--- src/rtl/w_burst_fifo.sv ---
// Show-ahead W-channel FIFO with burst tracking. In packet mode the head is
// held back until a complete burst (WLAST) is stored, or the buffer is full.
module w_burst_fifo #(
  parameter int DATA_WIDTH   = 32,
  parameter int STRB_WIDTH   = 4,
  parameter int DEPTH        = 8,
  parameter int AFULL_THRESH = 6,
  parameter int PACKET_MODE  = 0
) (
  input  logic                       clk,
  input  logic                       nrst,
  input  logic [DATA_WIDTH-1:0]      s_WDATA,
  input  logic [STRB_WIDTH-1:0]      s_WSTRB,
  input  logic                       s_WLAST,
  input  logic                       s_WVALID,
  output logic                       s_WREADY,
  output logic [DATA_WIDTH-1:0]      m_WDATA,
  output logic [STRB_WIDTH-1:0]      m_WSTRB,
  output logic                       m_WLAST,
  output logic                       m_WVALID,
  input  logic                       m_WREADY,
  output logic [$clog2(DEPTH):0]     count,
  output logic [$clog2(DEPTH):0]     burst_count,
  output logic                       almost_full
);

  localparam int AW = $clog2(DEPTH);
  localparam int PW = AW + 1;
  localparam int EW = DATA_WIDTH + STRB_WIDTH + 1;
  localparam logic [PW-1:0] FULL_CNT = PW'(DEPTH);
  localparam logic [PW-1:0] AF_CNT   = PW'(AFULL_THRESH);
  localparam logic [PW-1:0] ONE      = PW'(1);

  logic [EW-1:0] mem [DEPTH];
  logic [PW-1:0] wr_ptr;
  logic [PW-1:0] rd_ptr;
  logic [PW-1:0] occ;
  logic [PW-1:0] bcnt;
  logic [EW-1:0] head;
  logic          head_ok;
  logic          push;
  logic          pop;

  // Pointers carry one extra wrap bit, so their difference spans 0..DEPTH.
  assign occ  = wr_ptr - rd_ptr;
  assign head = mem[rd_ptr[AW-1:0]];

  always_comb begin
    s_WREADY    = nrst && (occ < FULL_CNT);
    // Full with no complete burst stored must still release, else a burst
    // longer than DEPTH would deadlock.
    head_ok     = (occ != '0) &&
                  ((PACKET_MODE == 0) || (bcnt != '0) || (occ == FULL_CNT));
    m_WVALID    = nrst && head_ok;
    almost_full = nrst && (occ >= AF_CNT);
    push        = s_WVALID && s_WREADY;
    pop         = m_WVALID && m_WREADY;
  end

  assign m_WDATA     = head[EW-1 -: DATA_WIDTH];
  assign m_WSTRB     = head[STRB_WIDTH:1];
  assign m_WLAST     = head[0];
  assign count       = occ;
  assign burst_count = bcnt;

  always_ff @(posedge clk) begin
    if (!nrst) begin
      wr_ptr <= '0;
      rd_ptr <= '0;
      bcnt   <= '0;
    end else begin
      if (push) wr_ptr <= wr_ptr + ONE;
      if (pop)  rd_ptr <= rd_ptr + ONE;
      case ({push && s_WLAST, pop && m_WLAST})
        2'b10:   bcnt <= bcnt + ONE;
        2'b01:   bcnt <= bcnt - ONE;
        default: bcnt <= bcnt;
      endcase
    end
  end

  always_ff @(posedge clk) begin
    if (push) mem[wr_ptr[AW-1:0]] <= {s_WDATA, s_WSTRB, s_WLAST};
  end

endmodule

--- config.mk ---
export PLATFORM = sky130hd
export DESIGN_NAME = w_burst_fifo
export DESIGN_NICKNAME = d
export VERILOG_FILES = /design/src/rtl/w_burst_fifo.sv
export SDC_FILE = /design/constraint.sdc
export NUM_CORES = 1
export LEC_CHECK = 0
export ABC_AREA = 1
export CAP_MARGIN = 30
export CORE_ASPECT_RATIO = 2
export CORE_UTILIZATION = 58
export DETAILED_ROUTE_END_ITERATION = 16
export PLACE_DENSITY = 0.79
export SLEW_MARGIN = 20
export SYNTH_ARGS = -nofsm -noshare
export SYNTH_HDL_FRONTEND = slang
export SYNTH_SLANG_ARGS = --single-unit
--- constraint.sdc ---
create_clock -name clk -period 5.55 [get_ports clk]
set_input_delay 1.11 -clock clk [delete_from_list [all_inputs] [get_ports clk]]
set_output_delay 1.11 -clock clk [all_outputs]
set_load 0.03 [all_outputs]
# Word level (Yosys, flattened, before mapping)
# Memories as Yosys holds them, arrays and structs flattened. A register that Yosys moved wholly into a read port is not among the register bits.
# Cells that the tools add are included.
[classes]
n_addsub = 5
magnitude_cmp = 2
n_eq_ne = 2
n_mux = 5
n_reduce_logical = 9
[ops]
columns = ["cell", "count"]
rows = [
  ["4-bit by 1-bit adder with 4-bit output, second input constant", 3],
  ["4-bit case mux with 2 select lines", 1],
  ["1-bit logical AND", 7],
  ["3-bit two-way mux", 2],
  ["4-bit by 3-bit >= comparator with 1-bit output, second input constant", 1],
  ["4-bit less-than comparator, second input constant", 1],
  ["4-bit nonzero test", 1],
  ["4-bit by 1-bit subtractor with 4-bit output, second input constant", 1],
  ["4-bit subtractor", 1],
  ["2-bit by 1-bit equality test with 1-bit output, second input constant", 1],
  ["2-bit equality test, second input constant", 1],
  ["1-bit two-way mux", 2],
  ["2-bit nonzero test", 1],
]
[word_totals]
reg_bits = 12
ramBits = 296
inputBits = 41
output_inout_bits = 48
word_cells = 27
mem_count = 1
[memory_table]
columns = ["name", "words", "width", "read_ports", "rd_clocked_by_memory_dff", "wr", "line", "rtl"]
rows = [
  ["mem", 8, 37, 1, 1, 1, "34", "logic [EW-1:0] mem [DEPTH];"],
]

# Logic depth before layout (Yosys ltp)
[depth]
word_depth = 7
ltp_mapped = 18
mapped_depth_nobuf = 18

# Worst setup path after synthesis
# OpenSTA, ideal clock, no wires.
[synth_path]
path_type = "input-to-reg"
start = "input port nrst"
end = "memory mem[3][0] in the netlist's numbering (enable)"
setup_ns = 0.478
t_arrival_ns = 4.081
required_ns = 5.072
slack_ns = 0.991
stages = 3
n_path_buf = 1
cell_sequence = "clkbuf_1 nand3_2 nor3_1"
[synth_between]
elab_chain_len = 4
[synth_rtl]
columns = ["element", "line", "rtl"]
rows = [
  ["start: declaration", "11", "input logic nrst,"],
  ["1-bit logical AND", "49", "s_WREADY = nrst && (occ < FULL_CNT);"],
  ["1-bit logical AND", "56", "push = s_WVALID && s_WREADY;"],
  ["1-bit two-way mux", "83", "if (push) mem[wr_ptr[AW-1:0]] <= {s_WDATA, s_WSTRB, s_WLAST};"],
  ["1-bit two-way mux (not written as such)", "83", ""],
  ["end: declaration", "34", ""],
]
# Every way passes these cells.

==> metrics.md <==
| Metric | Value |
|---|---|
| Synth Warn # | 0 |
| CP endpoint kind | primary output |
| Worst min-delay path startpoint | burst_count[3] |
| Routability cong. | 0.7215 |
| Io pins | 89 |
| Initial core utilization | 59.10% |
| Comb power frac | 25.4% |
| Vias per cell | 5.942 |
| Psw | 0.001888 W |
| CTS tree | done |
| Multi-input gate area | 2844 um2 |
| 1st-iter DRT viols | 627 |
| Final #Nets | 1,102 |
| Worst EP arrival | 3520 ps |
| # H-tree levels | 1 |
| First-pass GRT wire length | 41.73 mm |
| Leak pwr | 4.948 nW |
| Final Critical Period | 4634 ps |
| Synth-to-layout area growth | 15.65% |
| Clock skew | 14.52 ps |
| Most common cell after layout, fill and taps aside | edfxtp_1 |
| CTS Sinks | 311 |
| RR Endpoint | burst_count[3] |
| Pint | 0.004274 W |
| Maximum vdd drop | 0.3808 mV |
| Type of origin of the critical path | flop |
| WL per Instance | 19.83 um |
| Max capacitance violation total | 0 |
| Synth Area per Inst | 12.74 um2 |
| Row cnt | 75 |
| Vias post-DR | 7,962 |
| # Post-CTS Setup Buffers | 0 |
| Switching Share | 30.63% |
| Post-Synthesis Cells | 975 |
| Post-synthesis cell type count | 30 |
| DR DRC count | 0 |
| Sequential Power Share | 44.1% |
| Die X | 105.5 um |
| Chip height | 209.0 um |
| FF-to-FF path depth | 14 |
| Die ar. | 22,040 um2 |
| CTS Buffer Depth | 3 |
| Total track usage | 25.00% |
| Slew HR | 36.29% |
| Post-CTS Hold Buffers | 0 |
| Placeable Area | 21,020 um2 |
| Commonest cells after routing, fill and taps aside | 296 x edfxtp_1, 156 x nor2_1, 140 x nand2_1 |
| Max Slew Vio Count | 0 |
| Leading post-synthesis cells by cell area | edfxtp_1 72%, nor2_1 4.8%, nand2_1 4.2% |
| Seq/Total Area, Yosys | 73.97% |
| Area leader, netlist | edfxtp_1 |
| Final period utilization | 83.50% |
| Pwr/cell area | 428.9 nW/um2 |
| Placed Area | 13,490 um2 |
| Worst-path clk slew | 70 ps |
| Status | finished clean |
| Hold Path Stages | 1 |
| Cells resized by post-CTS repair | 0 |
| Drt pass-1 iters | 5 |
| Worst-skew pair later-pin latency | 540 ps |
| Synthesized area | 12,420 um2 |
| Sequential cell area | 9194 um2 |
| Final wirelength | 26.58 mm |
| Initial antenna violation count | 1 |
| Worst Setup Path Type | reg2out |
| Clock power share | 30.4% |
| Number of global-route vias before repair | 8,085 |
| R2R setup slack | 2140 ps |
| Setup TNS | 0 ps |
| IO Port Bufs | 88 |
| GRT overflow | 0 |
| Share of layout cells above drive strength 1 | 7.570% |
| Largest net degree at the start of global routing | 81 |
| Pin slew with the least headroom to its limit | 954.3 ps |
| Crit-path max FO | 80 |
| Unrepaired setup endpoints after global routing | false |
| Max Clock Freq | 215.8 MHz |
| Count of state elements after synthesis | 311 |
| Synth top area share | 71.56% |
| Post-layout instance area | 14,370 um2 |
| Root Buffer | clkbuf_16 |
| Syn Nets | 1,026 |
| CTS Buf Count | 25 |
| Critical Path RT | 4440 ps |
| Fill cells | 1,467 |
| HP Class | reg2reg |
| ANT nets after route | 0 |
| Setup violators final | 0 |
| DPL Wire Length | 14.32 mm |
| Fin. Hold Viols | 0 |
| Worst Hold End | burst_count[3] |
[cell families (layout without fill, tap and decap cells)]
family	Yosys count	after routing	share of synthesized area (%)
AND/OR/NAND/NOR	328	328	10.64
flip-flops	311	311	73.97
AO/OA/AOI/OAI	240	240	10.51
buffers and inverters	83	178	3.546
adder cells (fa/ha/maj)	10	10	1.128
XOR/XNOR	3	3	0.2116
other	0	1	0
[critical path, cell delays in order (launching register included)]
cell	delay, ps
dfxtp_4	790
buf_4	740
o21ai_0	260
o22ai_1	240
nand2_1	80
nand2_1	140
clkdlybuf4s50_1	690
[worst max path at each step]
stage	endpoint	slack (ps)
finish	m_WDATA[0]	920
detailed placement	m_WDATA[7]	1540
global placement	s_WREADY	1630
CTS	m_WDATA[0]	920
global route	m_WDATA[0]	740
floorplan	mem[3][0]	990
[power by group through the flow]
stage / Combinational [W] / Sequential [W] / Clock (W)
2_1_floorplan: 0.00107 / 0.00274 / 0
3_3_place_gp: 0.00152 / 0.00277 / 0
3_5_place_dp: 0.00156 / 0.00277 / 0
4_1_cts: 0.00157 / 0.00272 / 0.00189
5_1_grt: 0.00171 / 0.00273 / 0.00199
6_report: 0.00157 / 0.00272 / 0.00188
[state kept, by name, indices dropped and copies added (netlist names), named ones only]
name         count
wr_ptr           4
burst_count      4
mem            296
rd_ptr           4
[final cells by class]
| type | count | area share, % |
|---|---|---|
| Tap cell | 269 | 2.343 |
| Clock inverter | 18 | 1.646 |
| Timing Repair Buffer | 106 | 7.072 |
| Clock buffer | 28 | 4.433 |
| Multi-Input combinational cell | 581 | 19.80 |
| Inverter | 26 | 0.6967 |
| Antenna cell | 1 | 0.01742 |
| Sequential cell | 311 | 64.00 |
[cells in the mapped netlist]
master	count
o21ai_1	51
edfxtp_1	296
nand3_2	5
nand2_1	140
buf_2	9
buf_6	12
nand4_1	3
buf_4	6
dfxtp_1	15
a21oi_1	12
nor2_4	1
nand3_1	11
o21ai_0	102
xor2_1	2
nor2_1	160
nand2_2	2
nor3_2	1
buf_1	1
ha_1	8
xnor2_1	1
inv_2	1
clkbuf_2	2
fa_1	2
a21oi_4	1
nand3_4	1
nor3_1	4
inv_4	1
o22ai_1	74
clkbuf_1	27
inv_1	24
[metrics by stage]
stage | utilization [%] | worst slack [ps] | total power (W) | hold slack, ps | instances
finish | 68.35 | 915.6 | 0.006162 | 469.6 | 1340
global route | 68.35 | 737.5 | 0.006427 | 498.3 | 1340
CTS | 68.33 | 921.6 | 0.006189 | 481.3 | 1339
detailed placement | 64.18 | 1542 | 0.004329 | 468.0 | 1293
global placement | 64.18 | 1628 | 0.004284 | 466.5 | 1293
floorplan | - | 991.5 | 0.003814 | 467.4 | 975
[routing by layer]
metal	part of all wire, %	global-route usage [%]	up-vias
met2	53	44.15	308
met3	6.1	2.963	57
li1	-	-	3681
met5	0	0	-
met1	38	30.49	3916
met4	3.3	11.61	0
(Power assumes the default switching activity.)
